<file path="config.mk">
export PLATFORM = sky130hd
export DESIGN_NAME = pipelined_bypass_adder_flat
export DESIGN_NICKNAME = d
export VERILOG_FILES = /design/src/rtl/pipelined_bypass_adder_pkg.sv /design/src/rtl/pipelined_bypass_adder_if.sv /design/src/rtl/pipelined_bypass_adder_bypass_block.sv /design/src/rtl/pipelined_bypass_adder.sv /design/src/flat_wrapper.sv
export SDC_FILE = /design/constraint.sdc
export NUM_CORES = 1
export LEC_CHECK = 0
export CAP_MARGIN = 20
export CORE_ASPECT_RATIO = 1.2
export CORE_UTILIZATION = 35
export CTS_CLUSTER_SIZE = 12
export DETAILED_ROUTE_END_ITERATION = 7
export PLACE_DENSITY = 0.49
export SKIP_CTS_REPAIR_TIMING = 1
export SLEW_MARGIN = 20
export SYNTH_ARGS = -nofsm -noshare
export SYNTH_HDL_FRONTEND = slang
export SYNTH_HIERARCHICAL = 1
export SYNTH_SLANG_ARGS = --single-unit
</file>
<file path="constraint.sdc">
create_clock -name clk -period 3.1 [get_ports clk]
set_input_delay 0.465 -clock clk [delete_from_list [all_inputs] [get_ports clk]]
set_output_delay 0.465 -clock clk [all_outputs]
set_load 0.005 [all_outputs]
</file>
<file path="src/rtl/pipelined_bypass_adder_pkg.sv">
// adder_pkg: shared defaults and configuration helpers for the pipelined bypass adder
package adder_pkg;
    localparam int WIDTH_DEF = 32;
    localparam int BLOCK_DEF = 4;

    function automatic int nblk(input int width, input int block);
        return width / block;
    endfunction

    function automatic bit cfg_ok(input int width, input int block);
        return block >= 2 && block <= 8 && width >= block && width % block == 0;
    endfunction
endpackage

</file>
<file path="src/rtl/pipelined_bypass_adder_if.sv">
// pipelined_bypass_adder_if: operand/result valid-ready bus; ovf exists only with ADDER_OVF_EN
interface pipelined_bypass_adder_if
    import adder_pkg::*;
#(
    parameter int WIDTH = WIDTH_DEF
);
    logic             in_valid;
    logic             in_ready;
    logic [WIDTH-1:0] a;
    logic [WIDTH-1:0] b;
    logic             cin;
    logic             out_valid;
    logic             out_ready;
    logic [WIDTH-1:0] sum;
    logic             cout;
`ifdef ADDER_OVF_EN
    logic             ovf;
`endif

    modport master (
        output in_valid, a, b, cin, out_ready,
        input  in_ready, out_valid, sum, cout
`ifdef ADDER_OVF_EN
        , input ovf
`endif
    );

    modport slave (
        input  in_valid, a, b, cin, out_ready,
        output in_ready, out_valid, sum, cout
`ifdef ADDER_OVF_EN
        , output ovf
`endif
    );
endinterface

</file>
<file path="src/rtl/pipelined_bypass_adder_bypass_block.sv">
// bypass_block: combinational BLOCK-bit PG lookahead slice whose carry-out skips the block when all bits propagate
module bypass_block
    import adder_pkg::*;
#(
    parameter int BLOCK = BLOCK_DEF
) (
    input  logic [BLOCK-1:0] a_blk,
    input  logic [BLOCK-1:0] b_blk,
    input  logic             cin_blk,
    output logic [BLOCK-1:0] sum_blk,
    output logic             cout_blk,
    output logic             msb_cin
);
    logic [BLOCK-1:0] p;
    logic [BLOCK-1:0] g;
    logic [BLOCK:0]   c;

    assign p = a_blk ^ b_blk;
    assign g = a_blk & b_blk;

    always_comb begin
        c[0] = cin_blk;
        for (int i = 0; i < BLOCK; i++) c[i+1] = g[i] | (p[i] & c[i]);
    end

    assign sum_blk  = p ^ c[BLOCK-1:0];
    assign cout_blk = &p ? cin_blk : c[BLOCK];
    assign msb_cin  = c[BLOCK-1];
endmodule

</file>
<file path="src/rtl/pipelined_bypass_adder.sv">
// pipelined_bypass_adder: WIDTH-bit carry-skip adder, one register stage per BLOCK-bit slice, valid/ready both sides
// Optional signed-overflow output enabled by defining ADDER_OVF_EN.
module pipelined_bypass_adder
    import adder_pkg::*;
#(
    parameter int WIDTH = WIDTH_DEF,
    parameter int BLOCK = BLOCK_DEF
) (
    input logic                     clk,
    input logic                     rst_n,
    pipelined_bypass_adder_if.slave bus
);
    localparam int NBLK = nblk(WIDTH, BLOCK);

    if (!cfg_ok(WIDTH, BLOCK)) begin : g_bad_cfg
        $fatal(1, "pipelined_bypass_adder: WIDTH must be a multiple of BLOCK and BLOCK must be 2..8");
    end

    // acc[k] carries finished sum bits below block k+1 and still-unused A bits above it
    logic             vld   [NBLK];
    logic             carry [NBLK];
    logic [WIDTH-1:0] acc   [NBLK];
    logic [WIDTH-1:0] bq    [NBLK];
    logic             vsrc  [NBLK];
    logic             csrc  [NBLK];
    logic [WIDTH-1:0] asrc  [NBLK];
    logic [WIDTH-1:0] bsrc  [NBLK];
    logic [WIDTH-1:0] nacc  [NBLK];
    logic [BLOCK-1:0] sblk  [NBLK];
    logic             cblk  [NBLK];
    logic             mc    [NBLK];
    logic             stall;

    assign stall        = vld[NBLK-1] & ~bus.out_ready;
    assign bus.in_ready = ~stall;

    for (genvar k = 0; k < NBLK; k++) begin : g_stage
        localparam int LO = k * BLOCK;
        localparam logic [WIDTH-1:0] MASK = WIDTH'({BLOCK{1'b1}}) << LO;
        if (k == 0) begin : g_head
            assign vsrc[k] = bus.in_valid;
            assign asrc[k] = bus.a;
            assign bsrc[k] = bus.b;
            assign csrc[k] = bus.cin;
        end else begin : g_body
            assign vsrc[k] = vld[k-1];
            assign asrc[k] = acc[k-1];
            assign bsrc[k] = bq[k-1];
            assign csrc[k] = carry[k-1];
        end
        bypass_block #(.BLOCK(BLOCK)) u_blk (
            .a_blk   (asrc[k][LO+:BLOCK]),
            .b_blk   (bsrc[k][BLOCK-1:0]),
            .cin_blk (csrc[k]),
            .sum_blk (sblk[k]),
            .cout_blk(cblk[k]),
            .msb_cin (mc[k])
        );
        assign nacc[k] = (asrc[k] & ~MASK) | (WIDTH'(sblk[k]) << LO);
        // B is kept shifted down so the next block's slice is always at bit 0
        always_ff @(posedge clk or negedge rst_n) begin
            if (!rst_n) begin
                vld[k]   <= 1'b0;
                carry[k] <= 1'b0;
                acc[k]   <= '0;
                bq[k]    <= '0;
            end else if (!stall) begin
                vld[k]   <= vsrc[k];
                carry[k] <= cblk[k];
                acc[k]   <= nacc[k];
                bq[k]    <= bsrc[k] >> BLOCK;
            end
        end
    end

    assign bus.out_valid = vld[NBLK-1];
    assign bus.sum       = acc[NBLK-1];
    assign bus.cout      = carry[NBLK-1];

`ifdef ADDER_OVF_EN
    logic ovf_q;

    always_ff @(posedge clk or negedge rst_n) begin
        if (!rst_n) ovf_q <= 1'b0;
        else if (!stall) ovf_q <= mc[NBLK-1] ^ cblk[NBLK-1];
    end

    assign bus.ovf = ovf_q;
`else
    logic unused_mc;
    assign unused_mc = mc[NBLK-1];
`endif
endmodule

</file>
<file path="src/flat_wrapper.sv">
// flat-port wrapper written by rule: the top's interface ports become plain ports
module pipelined_bypass_adder_flat import adder_pkg::*;
#(
    parameter int WIDTH = WIDTH_DEF,
    parameter int BLOCK = BLOCK_DEF
)
  (clk, rst_n, bus_in_valid, bus_a, bus_b, bus_cin, bus_out_ready, bus_in_ready, bus_out_valid, bus_sum, bus_cout);
  pipelined_bypass_adder_if #(.WIDTH(WIDTH)) bus_i ();
  input logic clk;
  input logic rst_n;
  input wire logic [$bits(bus_i.in_valid)-1:0] bus_in_valid;
  input wire logic [$bits(bus_i.a)-1:0] bus_a;
  input wire logic [$bits(bus_i.b)-1:0] bus_b;
  input wire logic [$bits(bus_i.cin)-1:0] bus_cin;
  input wire logic [$bits(bus_i.out_ready)-1:0] bus_out_ready;
  output wire logic [$bits(bus_i.in_ready)-1:0] bus_in_ready;
  output wire logic [$bits(bus_i.out_valid)-1:0] bus_out_valid;
  output wire logic [$bits(bus_i.sum)-1:0] bus_sum;
  output wire logic [$bits(bus_i.cout)-1:0] bus_cout;
  assign bus_i.in_valid = bus_in_valid;
  assign bus_i.a = bus_a;
  assign bus_i.b = bus_b;
  assign bus_i.cin = bus_cin;
  assign bus_i.out_ready = bus_out_ready;
  assign bus_in_ready = bus_i.in_ready;
  assign bus_out_valid = bus_i.out_valid;
  assign bus_sum = bus_i.sum;
  assign bus_cout = bus_i.cout;
  pipelined_bypass_adder #(.WIDTH(WIDTH), .BLOCK(BLOCK)) u_core (.clk(clk), .rst_n(rst_n), .bus(bus_i));
endmodule
</file>
==> results_tabular.tex <==
\begin{tabular}{lr}
\hline
Metric & Value \\
\hline
\multicolumn{2}{l}{\textbf{Route}} \\
\quad Detailed-routing wirelength on met1 & 11.9 mm \\
\quad Antenna-violating nets left & 0 \\
\quad Number of DRC violations after detailed-routing iteration 0 & 247 \\
\quad DRT Pass-1 Iters & 4 \\
\quad Routed length per instance & 14.6 microns \\
\quad Via/cell ratio & 4.41 \\
\quad Total wirelength of the detailed-routed design & 25.2 mm \\
\quad Wire length on met2 & 11.8 mm \\
\quad DR top layer & met4 \\
\quad DRC violations left & 0 \\
\quad Vias after detailed routing & 7614 \\
\quad Routed length on met3 & 945 microns \\
\multicolumn{2}{l}{\textbf{Final layout}} \\
\quad Final-stage net count & 1226 \\
\quad Share of cells above drive strength 1 & 40.7\% \\
\quad Post-route standard cell area excluding fillers & 0.0188 sq mm \\
\quad Syn-to-layout area delta & 16.6\% \\
\quad Final cell count without fillers & 1727 \\
\quad Antenna diode count & 0 \\
\multicolumn{2}{l}{\textbf{CTS}} \\
\quad Num Clock Sinks & 384 \\
\quad CTS H-tree lvls & 2 \\
\quad Clock tree from TritonCTS & done \\
\quad Worst skew pair latency & 0.53 ns \\
\quad Max clock buf depth & 3 \\
\quad Clock-pin transition on the worst setup and hold timing paths & 0.06 ns \\
\quad Inserted Clock Buffers & 42 \\
\quad Root cell of the clock tree & sky130\_fd\_sc\_hd\_\_clkbuf\_16 \\
\multicolumn{2}{l}{\textbf{STA}} \\
\quad Maximum clock skew at final layout & 0.0103 ns \\
\quad Worst max-slew margin expressed relative to the limit & 46.6\% \\
\quad Unrepaired setup endpoints after global routing & no \\
\quad Accumulated negative setup slack & 0 ns \\
\quad Final period utilization & 78.3\% \\
\quad Worst Setup Slack, final & 0.673 ns \\
\quad Final setup violation count & 0 \\
\quad Min Clock Period, post-route & 2.43 ns \\
\quad Max Slew Vio Count & 0 \\
\quad Maximum operating frequency & 412 MHz \\
\quad Worst Hold Slack & -0.00604 ns \\
\quad Actual transition at the worst max-transition pin & 0.801 ns \\
\quad Final hold violation count & 6 \\
\multicolumn{2}{l}{\textbf{Placement}} \\
\quad Number of I/O port buffers & 103 \\
\quad Total cell area at the placement stage & 0.0175 sq mm \\
\quad Gp weighted congestion & 0.676 \\
\quad Pre-CTS WS & 0.147 ns \\
\quad Cell count after placement & 1658 \\
\quad Post-DP HPWL & 15.4 mm \\
\multicolumn{2}{l}{\textbf{Min path}} \\
\quad Path category of the worst min-delay check & primary input to async pin \\
\multicolumn{2}{l}{\textbf{Setup path}} \\
\quad Kind of launch point of the worst setup path & register \\
\quad Setup crit start & u\_core/acc[172] \\
\quad Worst setup endpoint & u\_core/carry[4] \\
\quad Critical Path RT & 3.52 ns \\
\quad Number of cell instances on the worst register-to-register path & 10 \\
\quad Worst endpoint data arrival time & 2.85 ns \\
\quad Setup Crit Path Kind & register to register \\
\quad RR Endpoint & u\_core/carry[4] \\
\quad Kind of end point of the critical path & register \\
\quad Worst Path Max Fanout & 3 \\
\quad Worst reg2reg setup slack & 0.67 ns \\
\quad Critical register-to-register path startpoint & u\_core/acc[172] \\
\multicolumn{2}{l}{\textbf{Global route}} \\
\quad Largest net degree at the start of global routing & 115 \\
\quad GRT overflow & 0 \\
\quad Antenna violations before repair & 0 \\
\quad Wire length of the first global-routing pass & 43.2 mm \\
\quad Via count of the first global-routing pass & 8290 \\
\quad Overall routing resource usage & 11.5\% \\
\multicolumn{2}{l}{\textbf{Synthesis}} \\
\quad Number of synthesized register bits & 384 \\
\quad Post-synthesis instance total & 1004 \\
\quad Netlist area before placement & 0.0161 sq mm \\
\quad Synthesized netlist net count & 1137 \\
\quad Number of distinct library cells after synthesis & 13 \\
\quad Warning count from the yosys run & 6 \\
\quad Sequential cell area fraction in the yosys report & 59.7\% \\
\quad Average size of a mapped cell & 16.0 sq um \\
\multicolumn{2}{l}{\textbf{Die}} \\
\quad Rows & 85 \\
\quad Area of the core & 0.0451 sq mm \\
\quad Die Wd & 198 microns \\
\quad Initial Utilization & 35.7\% \\
\quad Floorplan die area & 0.0469 sq mm \\
\quad Vertical extent of the die & 237 microns \\
\quad I/O Pins & 104 \\
\multicolumn{2}{l}{\textbf{Run}} \\
\quad Max-capacitance violation count & 0 \\
\multicolumn{2}{l}{\textbf{Pwr}} \\
\quad Cell area power density & 1020 mW/mm\^{}2 \\
\quad Leak & 8.07 nW \\
\quad Worst IR Drop VDD & 0.362 mV \\
\multicolumn{2}{l}{\textbf{Run status}} \\
\quad Result of the run & complete, but fails checks \\
\quad Violated checks & hold timing \\
\hline
\end{tabular}
## where the power goes
group | leakage, nW | internal [mW] | switching [mW]
Sequential | 4.47 | 7.43 | 1.33
Combinational | 2.96 | 3.69 | 2.09
Clock | 0.632 | 2.80 | 1.89
Total | 8.07 | 13.9 | 5.32
## cell usage in the layout, fill, tap and decap left out
cell type                         netlist  final
sky130_fd_sc_hd__ha_1                  32     32
sky130_fd_sc_hd__clkbuf_8               0      7
sky130_fd_sc_hd__clkinv_2               0      3
sky130_fd_sc_hd__clkbuf_16              0     45
sky130_fd_sc_hd__mux2_1                11     11
sky130_fd_sc_hd__inv_2                  1      1
sky130_fd_sc_hd__dfrtp_1              384    384
sky130_fd_sc_hd__inv_1                 80     80
sky130_fd_sc_hd__clkdlybuf4s50_1        0    102
sky130_fd_sc_hd__clkbuf_1               0     13
sky130_fd_sc_hd__nand4_1                8      8
sky130_fd_sc_hd__mux2_2               380    380
sky130_fd_sc_hd__buf_8                  0      1
sky130_fd_sc_hd__fa_1                  32     32
sky130_fd_sc_hd__nand2b_1               1      1
sky130_fd_sc_hd__buf_4                 32      5
sky130_fd_sc_hd__buf_12                 0     11
sky130_fd_sc_hd__clkinvlp_4             0      1
sky130_fd_sc_hd__nor2b_4                1      1
## synth_stat cells, drive strengths merged
| master | number | share of area, % |
|---|---|---|
| inv | 81 | 1.9 |
| nor2b | 1 | 0.085 |
| buf | 74 | 4.2 |
| dfrtp | 384 | 60 |
| fa | 32 | 4.0 |
| ha | 32 | 2.5 |
| mux2 | 391 | 27 |
| nand2b | 1 | 0.039 |
| nand4 | 8 | 0.31 |
## cell families (layout without fill, tap and decap cells)
kind of cell	Yosys count	count (layout)	share of synthesized area, %
adders and majority gates	64	64	6.46
buffers and inverters	155	269	6.08
DFF	384	384	59.7
muxes	391	391	27.3
and+or+nand+nor	10	10	0.435
## registers in the layout, indices dropped and copies added, names as in the netlist
register              count
u_core/carry              7
u_core/bus.sum           32
u_core/bus.out_valid      1
u_core/bq               112
u_core/bus.cout           1
u_core/acc              224
u_core/vld                7
## metal layers
| layer | global-route usage (%) | up-vias |
|---|---|---|
| met2 | 18.4 | 106 |
| met1 | 15.4 | 3929 |
| met4 | 3.97 | 0 |
| met5 | 0 | - |
| li1 | - | 3547 |
| met3 | 2.36 | 32 |
## stage by stage
step	power, mW	utilization, %
finish	19.2	41.6
floorplan	13.4	-
detailed placement	14.9	38.8
global placement	14.6	38.8
global route	20.8	41.6
CTS	19.7	41.6
## worst min-delay path by stage
| stage | end | depth (start not counted) | startpoint | slack, ns |
|---|---|---|---|---|
| after floorplan | u_core/acc[100] | 0 | rst_n | 0.17 |
| after global placement | u_core/bus.out_valid | 1 | u_core/vld[1] | 0.44 |
| after detailed placement | u_core/bus.out_valid | 1 | u_core/vld[1] | 0.45 |
| after CTS | u_core/acc[250] | 1 | rst_n | 0.01 |
| after global routing | u_core/acc[153] | 1 | rst_n | 0.04 |
| final | u_core/acc[253] | 1 | rst_n | -0.006 |
## area by class of cell
class	instances	area, sq um
Timing Repair Buffer	119	1290
Clock buffer	65	1270
Multi-Input combinational cell	465	5510
Clock inverter	4	22.5
Tap cell	609	762
Inverter	81	304
Sequential cell	384	9610
Fill cell	4218	26300
## critical path: stages (launching register included)
cell	delay (ns)
sky130_fd_sc_hd__dfrtp_1	0.40
sky130_fd_sc_hd__inv_1	0.09
sky130_fd_sc_hd__fa_1	0.17
sky130_fd_sc_hd__inv_1	0.05
sky130_fd_sc_hd__fa_1	0.41
sky130_fd_sc_hd__inv_1	0.09
sky130_fd_sc_hd__fa_1	0.17
sky130_fd_sc_hd__inv_1	0.05
sky130_fd_sc_hd__fa_1	0.34
sky130_fd_sc_hd__mux2_1	0.30
sky130_fd_sc_hd__mux2_2	0.26
No activity file was read; power rests on OpenSTA's default activity.
